===== config.mk =====
export PLATFORM = sky130hd
export DESIGN_NAME = hex8_disp_ctrl_flat
export DESIGN_NICKNAME = d
export VERILOG_FILES = /design/src/rtl/hex8_disp_ctrl_pkg.sv /design/src/rtl/hex8_disp_ctrl_if.sv /design/src/rtl/hex8_disp_ctrl_bin2bcd.sv /design/src/rtl/hex8_disp_ctrl.sv /design/src/flat_wrapper.sv
export SDC_FILE = /design/constraint.sdc
export NUM_CORES = 1
export LEC_CHECK = 0
export ABC_AREA = 1
export BUFFER_PORTS_ARGS = -buffer_cell sky130_fd_sc_hd__buf_2
export CORE_ASPECT_RATIO = 0.5
export CORE_MARGIN = 1
export CORE_UTILIZATION = 57
export DETAILED_ROUTE_END_ITERATION = 8
export PLACE_DENSITY = 0.81
export SYNTH_ARGS = -nofsm -noshare
export SYNTH_HDL_FRONTEND = slang
export SYNTH_SLANG_ARGS = --single-unit

===== constraint.sdc =====
create_clock -name Clk -period 5.4 [get_ports Clk]
set_input_delay 1.08 -clock Clk [delete_from_list [all_inputs] [get_ports Clk]]
set_output_delay 1.08 -clock Clk [all_outputs]
set_load 0.02 [all_outputs]

===== src/rtl/hex8_disp_ctrl_pkg.sv =====
// Shared constants, state encoding and the double-dabble digit adjust for the
// 8-digit display controller.
package hex8_pkg;

  localparam logic [3:0]  CODE_BLANK = 4'hE;
  localparam logic [3:0]  CODE_F     = 4'hF;
  localparam logic [31:0] DISP_RESET = {8{CODE_BLANK}};
  localparam logic [31:0] DISP_OVF   = {8{CODE_F}};
  localparam logic [26:0] MAX_DEC    = 27'd99_999_999;

  typedef enum logic [1:0] {
    IDLE,
    CONV,
    LOAD
  } state_t;

  // Every BCD digit of 5 or more gets +3 so the following left shift carries correctly.
  function automatic logic [31:0] bcd_adjust(input logic [31:0] bcd);
    logic [31:0] res;
    res = bcd;
    for (int i = 0; i < 8; i++) begin
      if (bcd[i*4 +: 4] >= 4'd5) res[i*4 +: 4] = bcd[i*4 +: 4] + 4'd3;
    end
    return res;
  endfunction

endpackage


===== src/rtl/hex8_disp_ctrl_if.sv =====
// Request channels of the display controller: measurement and message sources,
// each a valid/ready handshake with its payload.
interface hex8_disp_ctrl_if #(
  parameter int BIN_W = 27
);
  logic             meas_valid;
  logic             meas_ready;
  logic [BIN_W-1:0] meas_bin;
  logic             msg_valid;
  logic             msg_ready;
  logic [31:0]      msg_code;

  modport master (
    output meas_valid, meas_bin, msg_valid, msg_code,
    input  meas_ready, msg_ready
  );

  modport slave (
    input  meas_valid, meas_bin, msg_valid, msg_code,
    output meas_ready, msg_ready
  );
endinterface


===== src/rtl/hex8_disp_ctrl_bin2bcd.sv =====
// Sequential shift-add-3 binary to 8-digit BCD converter, MSB first, one bit per cycle.
// The first bit is taken on the start edge; done pulses the cycle after the last shift.
module bin2bcd_seq
  import hex8_pkg::*;
#(
  parameter int BIN_W = 27
) (
  input  logic             Clk,
  input  logic             Rst,
  input  logic             start,
  input  logic [BIN_W-1:0] bin,
  output logic [31:0]      bcd,
  output logic             done
);

  localparam int CW = $clog2(BIN_W + 1);

  logic [BIN_W-1:0] shreg;
  logic [CW-1:0]    bit_cnt;
  logic             active;
  logic [31:0]      adj;

  assign adj = bcd_adjust(bcd);

  always_ff @(posedge Clk or posedge Rst) begin
    if (Rst) begin
      bcd     <= '0;
      shreg   <= '0;
      bit_cnt <= '0;
      active  <= 1'b0;
      done    <= 1'b0;
    end else begin
      done <= 1'b0;
      if (start) begin
        bcd     <= {31'd0, bin[BIN_W-1]};
        shreg   <= bin << 1;
        bit_cnt <= CW'(1);
        active  <= 1'b1;
      end else if (active) begin
        bcd     <= {adj[30:0], shreg[BIN_W-1]};
        shreg   <= shreg << 1;
        bit_cnt <= bit_cnt + CW'(1);
        if (bit_cnt == CW'(BIN_W - 1)) begin
          active <= 1'b0;
          done   <= 1'b1;
        end
      end
    end
  end

endmodule


===== src/rtl/hex8_disp_ctrl.sv =====
// Display controller: round-robin arbitration between measurement and message
// sources, BCD conversion, overflow and optional leading-zero blanking (HEX8_LZB_EN).
module hex8_disp_ctrl
  import hex8_pkg::*;
#(
  parameter int BIN_W  = 27,
  parameter int DIGITS = 8
) (
  input  logic                  Clk,
  input  logic                  Rst,
  hex8_disp_ctrl_if.slave       req,
  output logic [DIGITS*4-1:0]   disp_data,
  output logic                  disp_en,
  output logic                  busy,
  output logic                  ovf
);

  state_t      state, next_state;
  logic        meas_acc, msg_acc, last_meas, ovf_pending, src_meas, conv_done;
  logic [31:0] msg_hold, conv_bcd, meas_digits;

  // Readies are forced low while Rst is high so nothing is accepted during reset.
  always_comb begin
    req.meas_ready = 1'b0;
    req.msg_ready  = 1'b0;
    if (state == IDLE && !Rst) begin
      if (req.meas_valid && (!req.msg_valid || !last_meas)) req.meas_ready = 1'b1;
      else if (req.msg_valid)                               req.msg_ready  = 1'b1;
    end
  end

  assign meas_acc = req.meas_valid & req.meas_ready;
  assign msg_acc  = req.msg_valid  & req.msg_ready;
  assign busy     = (state != IDLE);

  bin2bcd_seq #(.BIN_W(BIN_W)) u_bin2bcd (
    .Clk   (Clk),
    .Rst   (Rst),
    .start (meas_acc),
    .bin   (req.meas_bin),
    .bcd   (conv_bcd),
    .done  (conv_done)
  );

  always_comb begin
    next_state = state;
    unique case (state)
      IDLE: if (meas_acc) next_state = CONV;
            else if (msg_acc) next_state = LOAD;
      CONV: if (conv_done) next_state = LOAD;
      LOAD: next_state = IDLE;
      default: next_state = IDLE;
    endcase
  end

  always_ff @(posedge Clk or posedge Rst) begin
    if (Rst) state <= IDLE;
    else     state <= next_state;
  end

`ifdef HEX8_LZB_EN
  logic leading;
  always_comb begin
    meas_digits = conv_bcd;
    leading     = 1'b1;
    for (int i = DIGITS - 1; i >= 1; i--) begin
      if (leading && conv_bcd[i*4 +: 4] == 4'h0) meas_digits[i*4 +: 4] = CODE_BLANK;
      else                                        leading = 1'b0;
    end
  end
`else
  assign meas_digits = conv_bcd;
`endif

  // Overflow is decided at accept so the conversion always takes the same time.
  always_ff @(posedge Clk or posedge Rst) begin
    if (Rst) begin
      disp_data   <= DISP_RESET;
      disp_en     <= 1'b0;
      ovf         <= 1'b0;
      last_meas   <= 1'b0;
      ovf_pending <= 1'b0;
      src_meas    <= 1'b0;
      msg_hold    <= '0;
    end else begin
      if (meas_acc) begin
        ovf_pending <= (32'(req.meas_bin) > 32'(MAX_DEC));
        src_meas    <= 1'b1;
        last_meas   <= 1'b1;
      end else if (msg_acc) begin
        msg_hold    <= req.msg_code;
        src_meas    <= 1'b0;
        last_meas   <= 1'b0;
      end
      if (state == LOAD) begin
        disp_en <= 1'b1;
        if (src_meas) begin
          disp_data <= ovf_pending ? DISP_OVF : meas_digits;
          ovf       <= ovf_pending;
        end else begin
          disp_data <= msg_hold;
        end
      end
    end
  end

endmodule

===== src/flat_wrapper.sv =====
// flat-port wrapper written by rule: the top's interface ports become plain ports
module hex8_disp_ctrl_flat import hex8_pkg::*;
#(
  parameter int BIN_W  = 27,
  parameter int DIGITS = 8
)
  (Clk, Rst, disp_data, disp_en, busy, ovf, req_meas_valid, req_meas_bin, req_msg_valid, req_msg_code, req_meas_ready, req_msg_ready);
  hex8_disp_ctrl_if #(.BIN_W(BIN_W)) req_i ();
  input  logic Clk;
  input  logic Rst;
  output logic [DIGITS*4-1:0] disp_data;
  output logic disp_en;
  output logic busy;
  output logic ovf;
  input wire logic [$bits(req_i.meas_valid)-1:0] req_meas_valid;
  input wire logic [$bits(req_i.meas_bin)-1:0] req_meas_bin;
  input wire logic [$bits(req_i.msg_valid)-1:0] req_msg_valid;
  input wire logic [$bits(req_i.msg_code)-1:0] req_msg_code;
  output wire logic [$bits(req_i.meas_ready)-1:0] req_meas_ready;
  output wire logic [$bits(req_i.msg_ready)-1:0] req_msg_ready;
  assign req_i.meas_valid = req_meas_valid;
  assign req_i.meas_bin = req_meas_bin;
  assign req_i.msg_valid = req_msg_valid;
  assign req_i.msg_code = req_msg_code;
  assign req_meas_ready = req_i.meas_ready;
  assign req_msg_ready = req_i.msg_ready;
  hex8_disp_ctrl #(.BIN_W(BIN_W), .DIGITS(DIGITS)) u_core (.Clk(Clk), .Rst(Rst), .req(req_i), .disp_data(disp_data), .disp_en(disp_en), .busy(busy), .ovf(ovf));
endmodule

# == Word level (Yosys, flattened, before mapping) ==
# Cells that the tools add are included.
# word_totals
out_inout_bits,37
reg_bits,136
# classes
n_mux,33
n_eq_ne,5
n_reduce_logical,13
order_cmp,9
bitwise_logic,3
add_sub_neg,9
# op_table
cell,count
$mux 32,4
$mux 27,2
$ge 4x3->1 const B,8
$add 4x2->4 const B,7
$mux 4,7
$gt 27x27->1 const B,1
$mux 1,13
$mux 5,2
$mux 2,3
$reduce_and 2->1,3
$reduce_bool 2->1,3
$add 5x1->5 const B,1
$eq 5x5->1 const B,1
$pmux 2 s2,1
$add 3x2->3 const B,1
$logic_not 1->1,3
$mux 3,1
$ne 3x1->1 const B,1
$and 1x1->1,2
$eq 2x1->1 const B,1
$eq 2x2->1 const B,1
$logic_and 1x1->1,2
$logic_not 2->1,1
$ne 2x2->1 const B,1
other kinds (2),2

# == Logic depth before layout (Yosys ltp) ==
# depth
ltp_word,9
mapped_depth,9
ltp_nobuf,9

# == Cells and area by module ==
# A second synthesis with hierarchy kept.
# unflattened
cells_unflattened,803
area_unflattened_um2,6645.1
# modules_own_cells
mod,area_per_inst_um2,cells_each,seq_area_each_um2,n_inst
bin2bcd_seq,3479.6,436,1626.6,1
hex8_disp_ctrl,3165.5,367,1781.7,1

# == Worst setup path after synthesis ==
# OpenSTA, ideal clock, no wires.
# synth_path
path_kind,in2out
start,in req_meas_valid
end,out req_meas_ready
t_arrival_ns,1.738
t_required_ns,4.320
setup_slack_ns,2.582
stages,4
path_cell_list,a21boi_4 -> nand2_4 -> inv_4 -> buf_2
# synth_via
elab_chain_len,3
# synth_lines
element,line,rtl
from (decl),flat_wrapper.sv:15,input wire logic [$bits(req_i.meas_valid)-1:0] req_meas_valid;
$logic_and 1x1->1,hex8_disp_ctrl.sv:27,if (req.meas_valid && (!req.msg_valid || !last_meas)) req.meas_ready = 1'b1;
$mux 1,hex8_disp_ctrl.sv:27,
$mux 1,hex8_disp_ctrl.sv:26,if (state == IDLE && !Rst) begin
to (decl),flat_wrapper.sv:19,output wire logic [$bits(req_i.meas_ready)-1:0] req_meas_ready;
# No other way between the ends.

# == Final worst setup path ==
# layout_path
start,in req_msg_valid
end,out req_meas_ready
# layout_via
elab_chain_len,5
# layout_lines
element,line,rtl
from (decl),flat_wrapper.sv:17,input wire logic [$bits(req_i.msg_valid)-1:0] req_msg_valid;
$logic_not 1->1,hex8_disp_ctrl.sv:27,
$logic_or 1x1->1,hex8_disp_ctrl.sv:27,
$logic_and 1x1->1,hex8_disp_ctrl.sv:27,
$mux 1,hex8_disp_ctrl.sv:27,
$mux 1,hex8_disp_ctrl.sv:26,
# No other way between the ends.

==> metrics <==
outcome finished, final reports clean; Placed Cells 971; Max Cap Viol 0; I/O pin total 100; Vias 5535; Max VDD drop 0.3038 mV; max-slew violations 0; nets between 900 and 1000; Post-synth ARST share 1.000; CP endpoint req_meas_ready; vias in the first global route 5379; Slew @ Worst Pin 1.319 ns; Worst Reg-to-Reg Cells 4; post-synthesis register bit count 135; Fmax 0.3152 GHz; largest cells by area after synthesis dfrtp_1, nand2_1, dfstp_2, o221ai_1, ha_1; crit path launch type primary input; Die H 77.48 microns; setup TNS 0 ns; CP Class in -> out; via/cell ratio about 5.5; fill cell count 860; Initial Util 0.5878; port bufs a little under 100; grt ovf 0; nature of the critical path endpoint primary output; row count 27; WL/cell around 15 microns; Tcrit/Tclk final 0.5875; min Tclk post-route between 3 and 4 ns; Clk Latency, worst-skew pair approximately 0.43 ns; Hold Path Class reg -> reg; die area about 0.012 sq mm; Crit Reg-Reg Startpoint u_core.last_meas$_DFFE_PP0P_; M1 GR Usage 0.3718; clk slew on worst S/H paths approximately 0.06 ns; root buffer cell clkbuf_16; Slew HR 0.1183; share of layout cells above drive strength 1 0.2075; Post-CTS Setup Inserts 0; met2 usage 0.4440; initial antenna violation count 0; CTS H-Tree Depth 4; Critical Path AT 2.09 ns; clk_skew roughly 0.0089 ns; Post-route DRC 0; Leak 3.931 nW; chip width 152.9 microns; Cell Pwr Density 675.8 mW/mm^2; core area 0.01105 sq mm; worst r2r dst u_core.disp_data[12]$_DFFE_PP0N_; most numerous cell in the Yosys netlist nand2_1; gr busiest metal met2; area share of the largest cell type after synthesis 0.4277; Clock Path Buffers 2; total clock sinks 135; routing usage on met3 0.06480; top cells by count, synth nand2_1, dfrtp_1, inv_1, nand3_1; Critical Path Source req_msg_valid; routability cong. 0.8077; Resized Gates After CTS 0; diode count 0; CTS tree done; first-pass iteration count of the detailed router 5; worst-path maximum fanout 25; Area Growth Syn to Fin 17.51%; Hold Violations, Final 0; library cells used by synthesis 34; post-synthesis sequential area ratio 0.5249; pin count of the biggest net entering global routing 50; CTS Hold Bufs 0; Yosys Warn Count 0; CTS Buf Count 17; RSZ-0062 raised after global routing no; critical path required time 4.32 ns; Gate Count Post-Synth 755; fin cells 1003; All-Layer GR Usage 0.2769; Setup Viol. Count Final 0; HPWL Detailed 9.435 mm; Mapped Area 0.006494 sq mm; first-pass GRT wire length ~26 mm; leading area contributor after synthesis dfrtp_1; Post-synth top flop dfrtp_1; register-to-register setup slack 2.89 ns; Routed Antenna Nets 0; Post-synth EDFFs 0; drt initial violations 468; Post-Route WL 15.18 mm; syn nets 836; Synth Area per Inst about 8.6 sq um
cells in the final DEF (no fill, tap or decap), types with 17 or more instances in the layout:
cell type / count
buf_2: 99
clkbuf_16: 17
dfrtp_1: 111
dfstp_2: 24
ha_1: 18
inv_1: 54
nand2_1: 308
nand3_1: 35
nor2_1: 28
o21ai_0: 32
o221ai_1: 32
o22ai_1: 17
per-stage QoR:
step                      hold slack [ns]  instance area (sq um)  power (mW)  setup WS [ns]  utilization
after floorplan                    0.4423                   6494       3.390         0.7486            -
after CTS                          0.4667                   7631       5.158          2.217       0.6908
after detailed placement           0.4564                   6998       3.875          2.215       0.6335
after global routing               0.4894                   7631       5.534          2.164       0.6908
final                              0.4641                   7631       5.157          2.227       0.6908
after global placement             0.4488                   6998       3.769          2.239       0.6335
power breakdown:
group	switching (mW)	leakage (nW)	internal (mW)
Combinational	1.34	2.00	0.680
Clock	0.443	0.296	0.797
Sequential	0.330	1.63	1.57
Total	2.11	3.93	3.04
registers in the layout (all words and copies together), names as in the netlist:
register	count
u_core.u_bin2bcd.bcd	32
u_core.ovf_pending	1
u_core.u_bin2bcd.shreg	26
u_core.disp_data	32
u_core.disp_en	1
u_core.state	2
u_core.u_bin2bcd.bit_cnt	5
u_core.u_bin2bcd.active	1
u_core.last_meas	1
u_core.u_bin2bcd.done	1
u_core.ovf	1
u_core.msg_hold	32
kinds of logic after synthesis:
kind of cell	synth area share
AO/OA/AOI/OAI	0.1077
flip-flops	0.5249
buffers and inverters	0.06879
AND/OR/NAND/NOR	0.2491
XOR/XNOR	0.01484
adder cells (fa/ha/maj)	0.03468
critical path: stages:
cell,delay [ns]
buf_2,0.12
a21boi_4,0.21
nand2_4,0.17
inv_4,0.28
buf_2,0.23
area by class of cell:
| class | instances | area [sq um] | share of cell area |
|---|---|---|---|
| Sequential cell | 135 | 3408 | 0.4466 |
| Multi-Input combinational cell | 526 | 2639 | 0.3458 |
| Timing Repair Buffer | 104 | 533.0 | 0.06985 |
| Clock buffer | 21 | 460.4 | 0.06034 |
| Inverter | 61 | 236.5 | 0.03099 |
| Tap cell | 145 | 181.4 | 0.02377 |
| Clock inverter | 11 | 172.7 | 0.02263 |
worst min-delay path by stage:
stage                                                start  cells after the start  slack [ns]                                to
after detailed placement  u_core.disp_data[30]$_DFFE_PP1N_                      2        0.46  u_core.disp_data[30]$_DFFE_PP1N_
final                     u_core.disp_data[30]$_DFFE_PP1N_                      2        0.46  u_core.disp_data[30]$_DFFE_PP1N_
after CTS                 u_core.disp_data[30]$_DFFE_PP1N_                      2        0.47  u_core.disp_data[30]$_DFFE_PP1N_
after global placement          u_core.disp_en$_DFFE_PP0N_                      1        0.45        u_core.disp_en$_DFFE_PP0N_
after global routing      u_core.disp_data[27]$_DFFE_PP1N_                      2        0.49  u_core.disp_data[27]$_DFFE_PP1N_
after floorplan             u_core.msg_hold[0]$_DFFE_PP0P_                      2        0.44    u_core.msg_hold[0]$_DFFE_PP0P_
layer usage:
layer	part of all wire	wire length [microns]
met4	0.012	189
met5	0	0
met2	0.46	6990
met3	0.055	834
met1	0.47	7169
Note: power is estimated with default switching activity, not from simulation.
